### config.mk
export PLATFORM = sky130hd
export DESIGN_NAME = uart_rx_core_flat
export DESIGN_NICKNAME = d
export VERILOG_FILES = /design/src/rtl/uart_pkg.sv /design/src/rtl/uart_rx_core_if.sv /design/src/rtl/uart_rx_fifo.sv /design/src/rtl/uart_rx_core.sv /design/src/flat_wrapper.sv
export SDC_FILE = /design/constraint.sdc
export NUM_CORES = 1
export LEC_CHECK = 0
export CAP_MARGIN = 20
export CORE_UTILIZATION = 55
export CTS_CLUSTER_DIAMETER = 60
export DETAILED_ROUTE_END_ITERATION = 7
export DONT_BUFFER_PORTS = 1
export HOLD_SLACK_MARGIN = 0.12
export PLACE_DENSITY = 0.73
export SLEW_MARGIN = 20
export SYNTH_ARGS = -nofsm -noshare
export SYNTH_HDL_FRONTEND = slang
export SYNTH_SLANG_ARGS = --single-unit
### constraint.sdc
create_clock -name clk -period 2.4 [get_ports clk]
set_input_delay 0.72 -clock clk [delete_from_list [all_inputs] [get_ports clk]]
set_output_delay 0.72 -clock clk [all_outputs]
set_load 0.01 [all_outputs]
### src/rtl/uart_pkg.sv
// Shared types and constants for the UART receiver slice.
// Break detection is enabled with UART_RX_BREAK_DETECT_EN.
package uart_pkg;

  typedef enum logic [2:0] {
    IDLE,
    START,
    DATA,
    PARITY,
    STOP1,
    STOP2
  } rx_state_t;

  localparam int DATA_BITS    = 8;
  localparam int MIN_BAUD_DIV = 4;

  typedef struct packed {
    logic       parity_ok;
    logic [7:0] data;
  } rx_entry_t;

  function automatic logic even_par_ok(
    input logic [7:0] d,
    input logic       p
  );
    return ~(^d ^ p);
  endfunction

endpackage

### src/rtl/uart_rx_core_if.sv
// Processor-side read port of the UART receiver.
// Master pops bytes; slave presents the fall-through head.
interface uart_rx_core_if;
  import uart_pkg::*;

  logic       rd_en;
  logic [7:0] data_out;
  logic       valid_out;
  logic       parity_ok;

  modport master (
    output rd_en,
    input  data_out,
    input  valid_out,
    input  parity_ok
  );

  modport slave (
    input  rd_en,
    output data_out,
    output valid_out,
    output parity_ok
  );

endinterface

### src/rtl/uart_rx_fifo.sv
// First-word-fall-through byte FIFO for received UART entries.
// Reports a one-cycle overrun when a write is dropped.
module uart_rx_fifo
  import uart_pkg::*;
#(
  parameter int DEPTH = 4
) (
  input  logic      clk,
  input  logic      reset,
  input  logic      wr_en,
  input  rx_entry_t wr_data,
  input  logic      rd_en,
  output rx_entry_t head,
  output logic      empty,
  output logic      full,
  output logic      overrun
);

  localparam int AW = $clog2(DEPTH);

  rx_entry_t      mem_q [DEPTH];
  rx_entry_t      mem_d [DEPTH];
  logic [AW-1:0]  wr_ptr_q, wr_ptr_d;
  logic [AW-1:0]  rd_ptr_q, rd_ptr_d;
  logic [AW:0]    count_q, count_d;
  logic [7:0]     last_q, last_d;
  logic           ovr_q, ovr_d;
  logic           push, pop;

  assign empty   = (count_q == '0);
  assign full    = (count_q == (AW+1)'(DEPTH));
  assign overrun = ovr_q;

  // Once drained, keep showing the byte that was last popped.
  assign head = empty
    ? rx_entry_t'{parity_ok: 1'b1, data: last_q}
    : mem_q[rd_ptr_q];

  always_comb begin
    pop      = rd_en & ~empty;
    push     = wr_en & (~full | pop);
    mem_d    = mem_q;
    wr_ptr_d = wr_ptr_q;
    rd_ptr_d = rd_ptr_q;
    count_d  = count_q;
    last_d   = last_q;
    ovr_d    = wr_en & full & ~pop;
    if (push) begin
      mem_d[wr_ptr_q] = wr_data;
      wr_ptr_d        = wr_ptr_q + 1'b1;
    end
    if (pop) begin
      rd_ptr_d = rd_ptr_q + 1'b1;
      last_d   = mem_q[rd_ptr_q].data;
    end
    unique case ({push, pop})
      2'b10:   count_d = count_q + 1'b1;
      2'b01:   count_d = count_q - 1'b1;
      default: count_d = count_q;
    endcase
  end

  always_ff @(posedge clk or negedge reset) begin
    if (!reset) begin
      for (int i = 0; i < DEPTH; i++) begin
        mem_q[i] <= '0;
      end
      wr_ptr_q <= '0;
      rd_ptr_q <= '0;
      count_q  <= '0;
      last_q   <= '0;
      ovr_q    <= 1'b0;
    end else begin
      mem_q    <= mem_d;
      wr_ptr_q <= wr_ptr_d;
      rd_ptr_q <= rd_ptr_d;
      count_q  <= count_d;
      last_q   <= last_d;
      ovr_q    <= ovr_d;
    end
  end

endmodule

### src/rtl/uart_rx_core.sv
// UART receiver: synchroniser, bit FSM and receive FIFO.
// Optional break detection: define UART_RX_BREAK_DETECT_EN.
module uart_rx_core
  import uart_pkg::*;
#(
  parameter int DEPTH       = 4,
  parameter int SYNC_STAGES = 2
) (
  input  logic           clk,
  input  logic           reset,
  input  logic           rx_in,
  input  logic           rx_en,
  input  logic           parity_sel,
  input  logic           stop_sel,
  input  logic [11:0]    baud_divisor,
  uart_rx_core_if.slave  rd_if,
  output logic           frame_err,
  output logic           overrun,
  output logic           break_det
);

  logic [SYNC_STAGES-1:0] sync_q, sync_d;
  logic                   rx_prev_q, rx_prev_d;
  rx_state_t              state_q, state_d;
  logic [11:0]            cnt_q, cnt_d;
  logic [11:0]            div_q, div_d;
  logic [2:0]             bit_q, bit_d;
  logic [7:0]             shift_q, shift_d;
  logic                   par_en_q, par_en_d;
  logic                   stop2_q, stop2_d;
  logic                   pok_q, pok_d;
  logic                   wr_q, wr_d;
  logic                   fe_q, fe_d;
`ifdef UART_RX_BREAK_DETECT_EN
  logic                   brk_q, brk_d;
  logic                   brk_wait_q, brk_wait_d;
`endif

  logic      rx_s;
  logic      fall;
  logic      mid;
  logic      wrap;
  rx_entry_t head;
  logic      empty;
  logic      full;

  assign rx_s = sync_q[SYNC_STAGES-1];
  assign fall = rx_prev_q & ~rx_s;
  assign mid  = (cnt_q == (div_q >> 1));
  assign wrap = (cnt_q == div_q - 12'd1);

  always_comb begin
    sync_d    = {sync_q[SYNC_STAGES-2:0], rx_in};
    rx_prev_d = rx_s;
    state_d   = state_q;
    cnt_d     = wrap ? '0 : cnt_q + 12'd1;
    div_d     = div_q;
    bit_d     = bit_q;
    shift_d   = shift_q;
    par_en_d  = par_en_q;
    stop2_d   = stop2_q;
    pok_d     = pok_q;
    wr_d      = 1'b0;
    fe_d      = 1'b0;
`ifdef UART_RX_BREAK_DETECT_EN
    brk_d      = 1'b0;
    brk_wait_d = brk_wait_q;
`endif
    if (!rx_en) begin
      state_d = IDLE;
      cnt_d   = '0;
`ifdef UART_RX_BREAK_DETECT_EN
      brk_wait_d = 1'b0;
`endif
    end else begin
      unique case (state_q)
        IDLE: begin
          cnt_d = '0;
`ifdef UART_RX_BREAK_DETECT_EN
          // After a break, need one full high bit period before rearming.
          if (brk_wait_q) begin
            if (!rx_s) begin
              cnt_d = '0;
            end else if (wrap) begin
              brk_wait_d = 1'b0;
            end else begin
              cnt_d = cnt_q + 12'd1;
            end
          end else
`endif
          if (fall) begin
            state_d  = START;
            div_d    = baud_divisor;
            par_en_d = parity_sel;
            stop2_d  = stop_sel;
            bit_d    = '0;
            pok_d    = 1'b1;
          end
        end
        START: begin
          if (mid) begin
            state_d = rx_s ? IDLE : DATA;
            bit_d   = '0;
          end
        end
        DATA: begin
          if (mid) begin
            shift_d = {rx_s, shift_q[7:1]};
            bit_d   = bit_q + 3'd1;
            if (bit_q == 3'(DATA_BITS - 1)) begin
              state_d = par_en_q ? PARITY : STOP1;
            end
          end
        end
        PARITY: begin
          if (mid) begin
            pok_d   = even_par_ok(shift_q, rx_s);
            state_d = STOP1;
          end
        end
        STOP1: begin
          if (mid) begin
            if (!rx_s) begin
              state_d = IDLE;
`ifdef UART_RX_BREAK_DETECT_EN
              // All-zero data with even parity means the parity bit was 0.
              if (shift_q == '0 && pok_q) begin
                brk_d      = 1'b1;
                brk_wait_d = 1'b1;
              end else begin
                fe_d = 1'b1;
              end
`else
              fe_d = 1'b1;
`endif
            end else if (stop2_q) begin
              state_d = STOP2;
            end else begin
              wr_d    = 1'b1;
              state_d = IDLE;
            end
          end
        end
        STOP2: begin
          if (mid) begin
            state_d = IDLE;
            wr_d    = rx_s;
            fe_d    = ~rx_s;
          end
        end
        default: state_d = IDLE;
      endcase
    end
  end

  always_ff @(posedge clk or negedge reset) begin
    if (!reset) begin
      sync_q    <= '1;
      rx_prev_q <= 1'b1;
      state_q   <= IDLE;
      cnt_q     <= '0;
      div_q     <= '0;
      bit_q     <= '0;
      shift_q   <= '0;
      par_en_q  <= 1'b0;
      stop2_q   <= 1'b0;
      pok_q     <= 1'b1;
      wr_q      <= 1'b0;
      fe_q      <= 1'b0;
`ifdef UART_RX_BREAK_DETECT_EN
      brk_q      <= 1'b0;
      brk_wait_q <= 1'b0;
`endif
    end else begin
      sync_q    <= sync_d;
      rx_prev_q <= rx_prev_d;
      state_q   <= state_d;
      cnt_q     <= cnt_d;
      div_q     <= div_d;
      bit_q     <= bit_d;
      shift_q   <= shift_d;
      par_en_q  <= par_en_d;
      stop2_q   <= stop2_d;
      pok_q     <= pok_d;
      wr_q      <= wr_d;
      fe_q      <= fe_d;
`ifdef UART_RX_BREAK_DETECT_EN
      brk_q      <= brk_d;
      brk_wait_q <= brk_wait_d;
`endif
    end
  end

  uart_rx_fifo #(
    .DEPTH (DEPTH)
  ) u_fifo (
    .clk     (clk),
    .reset   (reset),
    .wr_en   (wr_q),
    .wr_data (rx_entry_t'{parity_ok: pok_q, data: shift_q}),
    .rd_en   (rd_if.rd_en),
    .head    (head),
    .empty   (empty),
    .full    (full),
    .overrun (overrun)
  );

  assign rd_if.data_out  = head.data;
  assign rd_if.parity_ok = head.parity_ok;
  assign rd_if.valid_out = ~empty;
  assign frame_err       = fe_q;

`ifdef UART_RX_BREAK_DETECT_EN
  assign break_det = brk_q;
`else
  assign break_det = 1'b0;
`endif

endmodule

### src/flat_wrapper.sv
// flat-port wrapper written by rule: the top's interface ports become plain ports
module uart_rx_core_flat import uart_pkg::*;
#(
  parameter int DEPTH       = 4,
  parameter int SYNC_STAGES = 2
)
  (clk, reset, rx_in, rx_en, parity_sel, stop_sel, baud_divisor, frame_err, overrun, break_det, rd_if_rd_en, rd_if_data_out, rd_if_valid_out, rd_if_parity_ok);
  uart_rx_core_if rd_if_i ();
  input  logic clk;
  input  logic reset;
  input  logic rx_in;
  input  logic rx_en;
  input  logic parity_sel;
  input  logic stop_sel;
  input  logic [11:0] baud_divisor;
  output logic frame_err;
  output logic overrun;
  output logic break_det;
  input wire logic [$bits(rd_if_i.rd_en)-1:0] rd_if_rd_en;
  output wire logic [$bits(rd_if_i.data_out)-1:0] rd_if_data_out;
  output wire logic [$bits(rd_if_i.valid_out)-1:0] rd_if_valid_out;
  output wire logic [$bits(rd_if_i.parity_ok)-1:0] rd_if_parity_ok;
  assign rd_if_i.rd_en = rd_if_rd_en;
  assign rd_if_data_out = rd_if_i.data_out;
  assign rd_if_valid_out = rd_if_i.valid_out;
  assign rd_if_parity_ok = rd_if_i.parity_ok;
  uart_rx_core #(.DEPTH(DEPTH), .SYNC_STAGES(SYNC_STAGES)) u_core (.clk(clk), .reset(reset), .rx_in(rx_in), .rx_en(rx_en), .parity_sel(parity_sel), .stop_sel(stop_sel), .baud_divisor(baud_divisor), .rd_if(rd_if_i), .frame_err(frame_err), .overrun(overrun), .break_det(break_det));
endmodule
=== Yosys cells after proc, flatten, opt, wreduce, memory -nomap -nowiden ===
Index checks and enable logic that the tools add are counted.

* Add/sub/neg operators: 7
* $lt $le $gt $ge: 3
* Equality and inequality tests: 22
* Mux-type cells: 41
* Bitwise gates (word level): 14
* Reduce and logical (&&, ||, !) cells: 12

{| class="wikitable"
|+ Operators with widths
! kind !! number
|-
| two-way mux 3 bit || 13
|-
| bitwise mux 36 bit || 1
|-
| two-way mux 12 bit || 3
|-
| two-way mux 9 bit || 4
|-
| inequality test 3 x 2 -> 1 bit (second input constant) || 7
|-
| binary-select mux 9 bit (select 2 bit) || 1
|-
| demux 9 bit (select 2 bit) || 1
|-
| case mux 3 bit (6 select lines) || 1
|-
| adder 12 x 1 -> 12 bit (second input constant) || 1
|-
| equality test 12 x 11 -> 1 bit || 1
|-
| equality test 12 bit || 1
|-
| equality test 3 bit (second input constant) || 4
|-
| subtractor 12 x 1 -> 12 bit (second input constant) || 1
|-
| two-way mux 1 bit || 11
|-
| case mux 3 bit (3 select lines) || 1
|-
| inequality test 2 x 1 -> 1 bit (second input constant) || 4
|-
| XOR reduction 8 bit || 1
|-
| AND reduction 7 bit || 1
|-
| adder 3 x 1 -> 3 bit (second input constant) || 2
|-
| equality test 3 x 2 -> 1 bit (second input constant) || 2
|-
| greater-or-equal comparator 3 bit (second input constant) || 2
|-
| zero test 3 bit || 2
|-
| inverter 2 -> 3 bit || 2
|-
| case mux 1 bit (2 select lines) || 3
|-
| other kinds (18) || 29
|}

* Flip-flop bits (word level): 98
* Output and inout bits: 13
* Word-level logic and storage cells: 124

=== Depth between registers and ports, before layout ===
Gate-level depths: netlist of run 1.

* Depth after elaboration: 7
* Mapped depth: 10
* Depth with buffers taken out: 9

=== By module ===
From an unflattened synthesis of run 1, not the netlist that was laid out.

* Cell total of the unflattened synthesis: 400
* Area, all modules: 4,981.0 µm²

{| class="wikitable"
|+ Modules (own cells, without submodules)
! module !! instances !! cells an instance !! area an instance (µm²)
|-
| uart_rx_core || 1 || 247 || 2,583.7
|-
| uart_rx_fifo || 1 || 153 || 2,397.3
|}

=== Worst setup path after synthesis of run 1 ===
No wires, ideal clock.

* Kind: register to register
* Start: register u_core.u_fifo.count_q[1]
* End: register u_core.u_fifo.count_q[1]
* Library setup time: 0.083 ns
* Arrival time: 2.389 ns
* Data required time: 2.317 ns
* Path slack: -0.071 ns
* Stages on the path, launching flop included: 9
* Buffers on the path: 1
* Clock period less this slack: 2.471 ns
* Path through: dfrtp_1 nor3_2 clkinv_1 and2_1 buf_2 ha_1 inv_1 fa_1 o21ai_0

* Cells in the longest elaborated chain, start to end: 7
* Elaborated cells on any way between the ends: 13
* Those cells by class: add/sub (2); eq/ne (3); mux (1); bitwise (5); reduce/logical (2)

{| class="wikitable"
|+ RTL lines
! what !! RTL line !! RTL
|-
| start, declared || uart_rx_fifo.sv:25 || <nowiki>logic [AW:0] count_q, count_d;</nowiki>
|-
| start signal, assigned || uart_rx_fifo.sv:77 || <nowiki>count_q <= count_d;</nowiki>
|-
| zero test 3 bit (*) || uart_rx_fifo.sv:30 || <nowiki>assign empty = (count_q == '0);</nowiki>
|-
| inverter 1 bit (*) || - ||
|-
| via rd_if_valid_out || flat_wrapper.sv:21 || <nowiki>output wire logic [$bits(rd_if_i.valid_out)-1:0] rd_if_valid_out;</nowiki>
|-
| AND 1 bit (*) || uart_rx_fifo.sv:40 || <nowiki>pop = rd_en & ~empty;</nowiki>
|-
| bitwise OR 1 bit || uart_rx_fifo.sv:41 || <nowiki>push = wr_en & (~full | pop);</nowiki>
|-
| AND 1 bit || uart_rx_fifo.sv:41 ||
|-
| equality test 2 x 1 -> 1 bit / equality test 2 bit (equally long branches) || uart_rx_fifo.sv:56 || <nowiki>unique case ({push, pop})</nowiki>
|-
| case mux 3 bit (2 select lines) / nonzero test 2 bit (equally long branches) || - ||
|}

The timed path passes the listed nets; every way through them passes the cells marked *.
A chain may end at the register's enable or synchronous reset.

=== Final worst setup path of run 1 ===
* Start: register u_core.u_fifo.rd_ptr_q[0]
* End: output port rd_if_data_out[4]

* Cells in the longest elaborated chain, start to end: 5

{| class="wikitable"
|+ RTL lines
! what !! RTL line !! RTL
|-
| start, declared || uart_rx_fifo.sv:24 || <nowiki>logic [AW-1:0] rd_ptr_q, rd_ptr_d;</nowiki>
|-
| start signal, assigned || uart_rx_fifo.sv:76 || <nowiki>rd_ptr_q <= rd_ptr_d;</nowiki>
|-
| inverter 2 -> 3 bit (not written as such) || uart_rx_fifo.sv:37 || <nowiki>: mem_q[rd_ptr_q];</nowiki>
|-
| binary-select mux 9 bit (select 2 bit) || uart_rx_fifo.sv:37 ||
|-
| two-way mux 9 bit (2 in series) || - ||
|-
| two-way mux 9 bit || uart_rx_fifo.sv:36 || <nowiki>? rx_entry_t'{parity_ok: 1'b1, data: last_q}</nowiki>
|-
| end, declared || flat_wrapper.sv:20 || <nowiki>output wire logic [$bits(rd_if_i.data_out)-1:0] rd_if_data_out;</nowiki>
|}

Every way passes these cells. The select of a mux whose other input is x is not followed.

==> results of run 1 <==
## stage by stage
step / power [mW] / instance area [um2] / TNS, ps / setup WS [ps] / instances
after global routing: 4.08 / 5650 / -751 / -108 / 561
after CTS: 3.87 / 5560 / -304 / -51.7 / 559
after floorplan: 2.57 / 5080 / 0 / 53.6 / 424
after global placement: 2.79 / 5350 / 0 / 136 / 542
after detailed placement: 2.82 / 5350 / 0 / 31.2 / 542
final: 3.89 / 5650 / -204 / -39.1 / 561
## registers in the layout, indices dropped and copies added, names as in the netlist, 2 cells and up
signal / flops
u_core.u_fifo.mem_q: 36
u_core.cnt_q: 12
u_core.div_q: 12
u_core.shift_q: 8
u_core.u_fifo.last_q: 8
u_core.bit_q: 3
u_core.state_q: 3
u_core.u_fifo.count_q: 3
u_core.sync_q: 2
u_core.u_fifo.rd_ptr_q: 2
u_core.u_fifo.wr_ptr_q: 2
## cell families (layout without fill, tap and decap cells)
kind of cell	count (synthesis)	in the layout	synth area share, %
buffers and inverters	33	62	3.03
multiplexers	77	77	19.0
AO/OA/AOI/OAI	29	29	4.24
XOR/XNOR	47	47	8.10
other	1	1	0.0738
flip-flops	98	98	48.4
adder cells (fa/ha/maj)	10	10	2.61
AND/OR/NAND/NOR	129	129	14.5
## area by class of cell
cell class              count  area [um2]
fillers                   699        3200
multi-input cells         293        2540
well taps                 108         135
repair buffers             33         275
clock buffers              10         138
clock inverters             6        48.8
flip-flops and latches     98        2460
inverters                  13        50.0
## metal layers
metal / vias to the layer above / GRT usage (%) / routed length (um)
met4: 0 / 7.58 / 69
li1: 1517 / - / -
met2: 47 / 34.5 / 4710
met1: 1618 / 31.0 / 4760
met5: - / 0 / 0
met3: 4 / 3.36 / 341
## cells in the mapped netlist, types with 3 or more instances
cell,instances
ha_1,9
dfrtp_1,94
buf_6,3
nor4b_1,4
nor3_1,3
mux2_2,65
buf_2,3
mux4_2,9
nor4_1,3
inv_1,11
nor2b_1,9
o21ai_0,11
xor2_1,29
nand3_1,11
a21oi_1,6
and3_1,7
nor2_1,8
clkbuf_1,11
dfstp_2,4
nand2_1,43
xnor2_1,18
nor3b_1,5
nand2b_1,5
nor2_2,11
## critical path, cell delays in order (launching register included)
cell	delay [ps]
dfrtp_2	500
buf_6	140
mux4_2	520
nand2_1	110
nand2_2	90
## worst max path at each step
stage	start	endpoint	slack (ps)	cells past startpoint
floorplan	rd_if_rd_en	u_core.u_fifo.count_q[2]$_DFFE_PN0P_	50	10
global placement	u_core.div_q[3]$_DFFE_PN0P_	u_core.shift_q[4]$_DFFE_PN0P_	140	6
detailed placement	u_core.div_q[3]$_DFFE_PN0P_	u_core.shift_q[5]$_DFFE_PN0P_	30	6
CTS	u_core.u_fifo.rd_ptr_q[0]$_DFFE_PN0N_	rd_if_data_out[3]	-50	4
global route	u_core.u_fifo.rd_ptr_q[0]$_DFFE_PN0N_	rd_if_data_out[4]	-110	4
finish	u_core.u_fifo.rd_ptr_q[0]$_DFFE_PN0N_	rd_if_data_out[4]	-40	4
## what timing repair did
item                                   in CTS  in global routing
setup endpoints to repair                   9                 32
endpoints found under the hold margin      94                 94
gates resized for setup                     6                 19
pin swaps                                   0                  9
buffers inserted                            1                  2
## power groups by stage
stage	registers [mW]	logic [mW]	clock network, mW
2_1_floorplan	1.90	0.672	0
3_3_place_gp	1.98	0.811	0
6_report	1.97	0.905	1.02
4_1_cts	1.96	0.866	1.05
3_5_place_dp	1.99	0.838	0
5_1_grt	1.98	0.992	1.10
==> impl_results.md, run 1 <==
- Clock Latency Late Sink: between 300 and 400 ps
- # nets final: between 400 and 500
- Initial antenna violation count: 0
- Via count of the first global-routing pass: 3280
- First-pass GRT wire length: 16.3 mm
- RR Endpoint: u_core.bit_q[0]$_DFFE_PN0P_
- Sw Ratio: 31.8%
- Fmax: ~400 MHz
- Asr flop ratio synth: 100%
- Mean post-synth cell area: 12.0 um2
- Final Wtd Congestion: 0.816
- RSZ-0062 raised after global routing: yes
- Largest net degree at the start of global routing: 99
- Final hold violation count: 0
- Most frequent cells in the layout: dfrtp_1 (92), mux2_2 (65), nand2_1 (31)
- Reg2reg path depth: 6
- Worst setup SP type: flip-flop
- Post-layout min period: 2440 ps
- Placement Rows: 34
- Clock slew at the register clock pins of the worst setup and hold paths: approximately 100 ps
- N_diodes: 0
- Top cell type's share of synthesized area: 46.3%
- H-tree levels: 3
- Max VDD drop: 0.000346 V
- Total wire length: 9.89 mm
- Clock skew: 12.2 ps
- Area of the mapped netlist: 5080 um2
- Synth Instances: 424
- Max_cap viols: 0
- DR WL/cell: 17.6 um
- Worst EP arrival: 1720 ps
- Most common cell after layout, fill and taps aside: dfrtp_1
- CORE AREA: 8850 um2
- Pwr dens: 689 nW/um2
- Synth Flop Type: dfrtp_1
- Mapped Nets: 453
- Fraction of layout cells with a size suffix above 1: 37.7%
- R2R Setup Slk: 150 ps
- Net Switching: 1.24 mW
- Die H: 98.1 um
- Failing checks: design-rule violations, negative setup slack
- Tcrit/Tclk final: 102%
- # DRC: 4
- Post-synthesis sequential area ratio: approximately half
- Clock buffer depth: 2
- Synth cell types: 57
- Worst setup path category: flip-flop to primary output
- Status: complete, but fails checks
- Final global-route overflow total: 0
- Via count: between 3000 and 4000
- Tot GR Track Use: 21.8%
- CTS tree: yes
- Combinational Power Share: 23.3%
- Critical path required time: ~1700 ps
- Endpoints failing setup: 9
- I/O Pins: 32
- Chip width: 98.1 um
- Clock share of power: between 20% and 30%
- CP max FO: 5
- Register bit total from synthesis: 98
- PortBufs: 0
- Hold Slack: around 47 ps
- Via density: 5.68
- Synth warn: 0
- Top cell type by total area after synthesis: dfrtp_1
- Sequential share of power: roughly half
- Fin util: 63.8%
- CTS Sinks: 98
- Setup WS post-layout: -39.1 ps
- Hold Path Class: primary input to asynchronous set/reset pin
- Final Max Tran Viols: 0
- Top cells by area, synth: dfrtp_1 (46%), mux2_2 (14%), xor2_1 (5.0%), mux4_2 (4.0%), nand2_1 (3.2%)
- Drt pass-1 iters: 6
- CP endpoint kind: primary output
- Worst R2R Start: u_core.div_q[5]$_DFFE_PN0P_
- Root buf cell: clkbuf_8
- Synth-to-Final Area Change: 11.1%
- Initial Utilization: 57.4%
- DP HPWL: 6.97 mm
- Post-synth EDFFs: 0
- Internal power: 2.65 mW
- Die area: approximately 9600 um2
- Initial DRC count: 113
- DRT antenna net count: 0
- LEAKAGE: 2.63 nW
- CTS buffer count: 9
Note: power is estimated with default switching activity, not from simulation.
==> inputs of run 2 (changes only) <==
--- a/config.mk
+++ b/config.mk
@@ -6,12 +6,11 @@
 export NUM_CORES = 1
 export LEC_CHECK = 0
 export CAP_MARGIN = 20
-export CORE_UTILIZATION = 55
+export CORE_UTILIZATION = 40
 export CTS_CLUSTER_DIAMETER = 60
 export DETAILED_ROUTE_END_ITERATION = 7
 export DONT_BUFFER_PORTS = 1
 export HOLD_SLACK_MARGIN = 0.12
-export PLACE_DENSITY = 0.73
 export SLEW_MARGIN = 20
 export SYNTH_ARGS = -nofsm -noshare
 export SYNTH_HDL_FRONTEND = slang
==> run 2 against run 1 <==
The run now ends clean. Critical path type unchanged. Register-to-register slack hardly changed. Hold slack better by 23 ps. Sequential share of layout area is 1.6 points lower. Clock skew is 5.1 ps lower. Sequential cell count stayed put. Die area is 37% higher. Largest power group unchanged. Via count is 2.2% lower.
==> impl_results.md, run 2 (synthesized netlist as in run 1, its figures left out) <==
- Die area: 13200 um2
- Fill cell count: 1154
- Net Switching: 1.27 mW
- Drt pass-1 iters: 4
- Register area: 2460 um2
- Combinational Power Share: 21.0%
- Max_slew headroom: just under 70%
- Endpoints failing setup: 0
- Chip width: 115 um
- Top delay family on crit path: multiplexers
- N_diodes: 0
- Max VDD drop: 0.000455 V
- Most common cell after layout, fill and taps aside: dfrtp_1
- PortBufs: 0
- Root buf cell: clkbuf_16
- Clock share of power: around 34%
- Top Metal Used: met4
- Final Wtd Congestion: 0.783
- Crit path max-delay cell type: mux4_2
- CP endpoint kind: primary output
- CTS buffer count: 9
- RSZ-0062 raised after global routing: yes
- Pwr dens: between 700 and 800 nW/um2
- Max reg flops: 36
- Die H: about 110 um
- Max_cap viols: 0
- Sw Ratio: 29.4%
- Final hold violation count: 0
- Clock buffer depth: 2
- Sequential share of power: 44.7%
- Via density: 4.97
- Tightest Pin Transition: 482 ps
- R2R Setup Slk: 160 ps
- Placed inst area: roughly 5500 um2
- RR Endpoint: u_core.cnt_q[7]$_DFF_PN0_
- First-pass GRT wire length: 16.0 mm
- Synth-to-Final Area Change: 15.2%
- Fin util: 47.9%
- CTS tree: yes
- H-tree levels: 3
- LEAKAGE: 2.72 nW
- DR WL/cell: approximately 15 um
- Fraction of layout cells with a size suffix above 1: 37.5%
- Tot GR Track Use: 16.0%
- Biggest regs: u_core.u_fifo.mem_q: 36 flops, u_core.cnt_q: 12 flops, u_core.div_q: 12 flops
- Via count: 3115
- WL met3: 374 um
- Worst R2R Start: u_core.div_q[0]$_DFFE_PN0P_
- Placement Rows: 40
- # DRC: 0
- Internal power: 3.06 mW
- Clock skew: 7.08 ps
- Fmax: about 420 MHz
- Tcrit/Tclk final: 99.3%
- Met2 wire length: around 4.5 mm
- CP max FO: 6
- Critical Path Max Stage Delay: 530 ps
- Total wire length: 9.48 mm
- DRT antenna net count: 0
- Buf+Inv Stages, Crit Path: 1
- Initial Utilization: 41.6%
- Total Power: approximately 4.3 mW
- Clock slew at the register clock pins of the worst setup and hold paths: approximately 70 ps
- CORE AREA: roughly 12000 um2
- Critical path required time: 1680 ps
- Final Max Tran Viols: 0
- M1 WL: 4.51 mm
- Reg with most FFs: u_core.u_fifo.mem_q
- DP HPWL: just under 7 mm
- Initial DRC count: 86
- Largest net degree at the start of global routing: 99
- Post-layout min period: 2380 ps
- Worst EP arrival: 1660 ps
- Final global-route overflow total: 0
- Crit-path cells: buf_6, mux4_2, nand2_1, nand2_2
- CTS Sinks: 98
- Status: completed
- Via count of the first global-routing pass: 3272
- Hold Path Class: primary input to asynchronous set/reset pin
- Hold Slack: 70.0 ps
- Worst setup SP type: flip-flop
- Reg2reg path depth: 9
- Most frequent cells in the layout: dfrtp_1 (93), mux2_2 (65), buf_4 (37)
- Multi-input logic area: 2520 um2
- Worst setup path category: flip-flop to primary output
- Initial antenna violation count: 0
- # nets final: 483
- Final instance area: 5850 um2
- Clock Latency Late Sink: 340 ps
- I/O Pins: 32
run 2: layout make-up:
type | count | area share, %
Clock buffer | 9 | 3.85
Timing Repair Buffer | 39 | 5.28
Clock inverter | 7 | 1.43
Sequential cell | 98 | 42.0
Tap cell | 168 | 3.59
Multi-Input combinational cell | 293 | 43.0
Inverter | 13 | 0.855
run 2: worst reg2reg max path, cell delays in order, from the launching register on:
cell and delay (ps):
dfrtp_1 380, inv_1 90, ha_1 260, nand2b_4 80
o21ai_0 170, nand3_1 110, or4_4 530, o41ai_4 230
buf_4 230, nor2_2 50
run 2: how the worst max path moves through the flow:
stage,from,to,depth (start not counted)
2_1_floorplan,rd_if_rd_en,u_core.u_fifo.count_q[2]$_DFFE_PN0P_,10
3_3_place_gp,u_core.div_q[0]$_DFFE_PN0P_,u_core.cnt_q[6]$_DFF_PN0_,9
3_5_place_dp,u_core.div_q[0]$_DFFE_PN0P_,u_core.cnt_q[7]$_DFF_PN0_,9
4_1_cts,u_core.u_fifo.rd_ptr_q[0]$_DFFE_PN0N_,rd_if_data_out[5],4
5_1_grt,u_core.u_fifo.rd_ptr_q[0]$_DFFE_PN0N_,rd_if_data_out[4],4
6_report,u_core.u_fifo.rd_ptr_q[0]$_DFFE_PN0N_,rd_if_data_out[5],4
run 2: timing repair:
item	4_1_cts	5_1_grt
gates resized for setup	9	7
setup buffers	0	3
endpoints found under the setup margin	15	21
pin swaps	6	5
hold endpoints to repair	94	94
run 2: stage by stage:
step           setup TNS [ps]  instances  worst slack (ps)
4_1_cts                  -240        624             -49.5
2_1_floorplan               0        424              53.6
5_1_grt                  -372        627             -59.9
3_3_place_gp                0        608              61.6
6_report                    0        627              17.0
3_5_place_dp            -68.4        608             -14.4
run 2: power groups by stage:
stage          sequential (mW)  combinational (mW)  clock [mW]
4_1_cts                   1.94               0.866        1.54
3_3_place_gp              1.97               0.829           0
2_1_floorplan             1.90               0.672           0
6_report                  1.94               0.911        1.49
5_1_grt                   1.96                1.01        1.60
3_5_place_dp              1.97               0.849           0
run 2: routing by layer:
| layer | track usage [%] | vias to the layer above |
|---|---|---|
| met1 | 21.0 | 1532 |
| met3 | 4.71 | 9 |
| met5 | 0 | - |
| met4 | 3.90 | 0 |
| li1 | - | 1524 |
| met2 | 26.0 | 50 |
==> inputs of run 3 (changes only) <==
--- a/config.mk
+++ b/config.mk
@@ -6,11 +6,13 @@
 export NUM_CORES = 1
 export LEC_CHECK = 0
 export CAP_MARGIN = 20
+export CORE_MARGIN = 4
 export CORE_UTILIZATION = 40
 export CTS_CLUSTER_DIAMETER = 60
 export DETAILED_ROUTE_END_ITERATION = 7
 export DONT_BUFFER_PORTS = 1
 export HOLD_SLACK_MARGIN = 0.12
+export RECOVER_POWER = 25
 export SLEW_MARGIN = 20
 export SYNTH_ARGS = -nofsm -noshare
 export SYNTH_HDL_FRONTEND = slang
==> run 3 against run 2 <==
Die area increased by 11%. Critical path type unchanged. Critical path depth unchanged. Highest routed layer unchanged. Setup slack improved by 16 ps.
==> impl_results.md, run 3 (synthesized netlist as in run 1, its figures left out) <==
- Fraction of layout cells with a size suffix above 1: 37.8%
- Clock buffer depth: 2
- Final hold violation count: 0
- Max reg flops: 36
- DRT antenna net count: 0
- H-tree levels: 3
- First-pass GRT wire length: ~17 mm
- Place WS: around 3.3 ps
- Largest net degree at the start of global routing: around 100
- CP endpoint kind: primary output
- Endpoints failing setup: 0
- CORE AREA: 12200 um2
- CP max FO: 7
- CTS Sinks: 98
- Multi-input logic area: 2520 um2
- Synth-to-Final Area Change: 14.9%
- Clock Latency Late Sink: 350 ps
- Via count of the first global-routing pass: 3400
- Post-route non-filler standard cell count: 628
- Final instance area: between 5000 and 6000 um2
- Clock skew: 7.29 ps
- Tot GR Track Use: 14.3%
- # nets final: between 400 and 500
- Die area: 14600 um2
- Worst setup path category: flip-flop to primary output
- Placement Rows: 40
- Die H: about 120 um
- Placed inst area: 5470 um2
- CTS buffer count: 9
- Status: completed
- Initial Utilization: about two fifths
- Final Max Tran Viols: 0
- Total Power: between 4 and 5 mW
- Fmax: between 400 and 500 MHz
- Net Switching: about 1.3 mW
- Sequential share of power: 45.4%
- Biggest regs: u_core.u_fifo.mem_q: 36 flops, u_core.cnt_q: 12 flops, u_core.div_q: 12 flops
- Critical path required time: 1680 ps
- RSZ-0062 raised after global routing: yes
- DP Cell Count: 608
- Via density: 5.07
- I/O Pins: 32
- Most frequent cells in the layout: dfrtp_1 (93), mux2_2 (65), buf_4 (39)
- DP HPWL: 6.98 mm
- Total wire length: 9.72 mm
- Sw Ratio: 30.1%
- Combinational Power Share: 22.2%
- Max VDD drop: 0.000521 V
- Worst EP arrival: about 1700 ps
- Clock slew at the register clock pins of the worst setup and hold paths: ~70 ps
- Initial antenna violation count: 0
- Fill cell count: 1141
- Setup WS post-layout: ~33 ps
- Hold Path Class: primary input to asynchronous set/reset pin
- # DRC: 0
- Initial DRC count: 75
- PortBufs: 0
- Reg with most FFs: u_core.u_fifo.mem_q
- Root buf cell: clkbuf_16
- N_diodes: 0
- Drt pass-1 iters: 6
- LEAKAGE: ~2.7 nW
- Clock share of power: 32.4%
- CTS tree: yes
- Post-layout min period: approximately 2400 ps
- Register area: ~2500 um2
- Worst setup SP type: flip-flop
- Chip width: 121 um
- Final global-route overflow total: 0
- Max_cap viols: 0
- Fin util: between 40% and 50%
- Via count: 3182
- Internal power: a little under 3 mW
- Tcrit/Tclk final: between 90 and 100%
- Most common cell after layout, fill and taps aside: dfrtp_1
- Pwr dens: between 700 and 800 nW/um2
- DR WL/cell: around 15 um
- Final Wtd Congestion: 0.824
-- run 3: changes by cell type in the layout (fill, tap and decap cells not counted) --
cell / previous run / this run
ha_1: 9 / 8
buf_4: 37 / 39
inv_8: 2 / 1
ha_2: 0 / 1
inv_6: 2 / 3
buf_6: 1 / 0
clkinvlp_4: 0 / 1
bufinv_16: 1 / 0
-- run 3: critical path, cell delays in order (launching register included) --
cell and delay, ps:
dfrtp_2 450, buf_12 150, mux4_2 540, nand2_2 90
nand2_2 70
-- run 3: through the flow --
step,TNS [ps],hold slack (ps)
after floorplan,0,345
after global placement,0,345
after detailed placement,0,349
after CTS,0,47.9
after global routing,-181,38.0
final,0,65.7
-- run 3: worst paths after layout --
kind,endpoint,slack (ps),start,depth (start not counted)
max,rd_if_data_out[5],30,u_core.u_fifo.rd_ptr_q[0]$_DFFE_PN0N_,4
min,u_core.u_fifo.wr_ptr_q[0]$_DFFE_PN0P_,70,reset,0
max reg2reg,u_core.cnt_q[2]$_DFF_PN0_,130,u_core.div_q[3]$_DFFE_PN0P_,8
min reg2reg,u_core.sync_q[1]$_DFF_PN1_,360,u_core.sync_q[0]$_DFF_PN1_,0
max in group asynchronous,u_core.sync_q[0]$_DFF_PN1_,2090,reset,0
min in group clk,u_core.sync_q[1]$_DFF_PN1_,360,u_core.sync_q[0]$_DFF_PN1_,0
-- run 3: repair_timing --
action                                  4_1_cts  5_1_grt
pin swaps                                     0        5
endpoints found under the setup margin       15       18
setup buffers                                 3        1
endpoints found under the hold margin        94       94
cloned                                        0        0
gates resized for setup                       3       13
-- run 3: layer usage --
layer,track usage (%),wire [um]
met2,24.2,4840
met4,3.40,97
met3,4.49,370
met5,0,0
met1,18.0,4420
-- run 3: cell type report --
class                      count  share of cell area, %
tap                          168                   3.60
timing repair buffer          40                   5.36
clock inverter                 7                   1.01
inverter                      13                  0.858
clock buffer                   9                   3.86
sequential                    98                   42.1
multi-input combinational    293                   43.2
-- run 3: power by group through the flow --
stage | registers [mW] | clock network (mW) | logic, mW
after CTS | 1.93 | 1.44 | 0.931
after global placement | 1.96 | 0 | 0.852
final | 1.93 | 1.38 | 0.947
after floorplan | 1.90 | 0 | 0.672
after detailed placement | 1.97 | 0 | 0.879
after global routing | 1.95 | 1.50 | 1.05
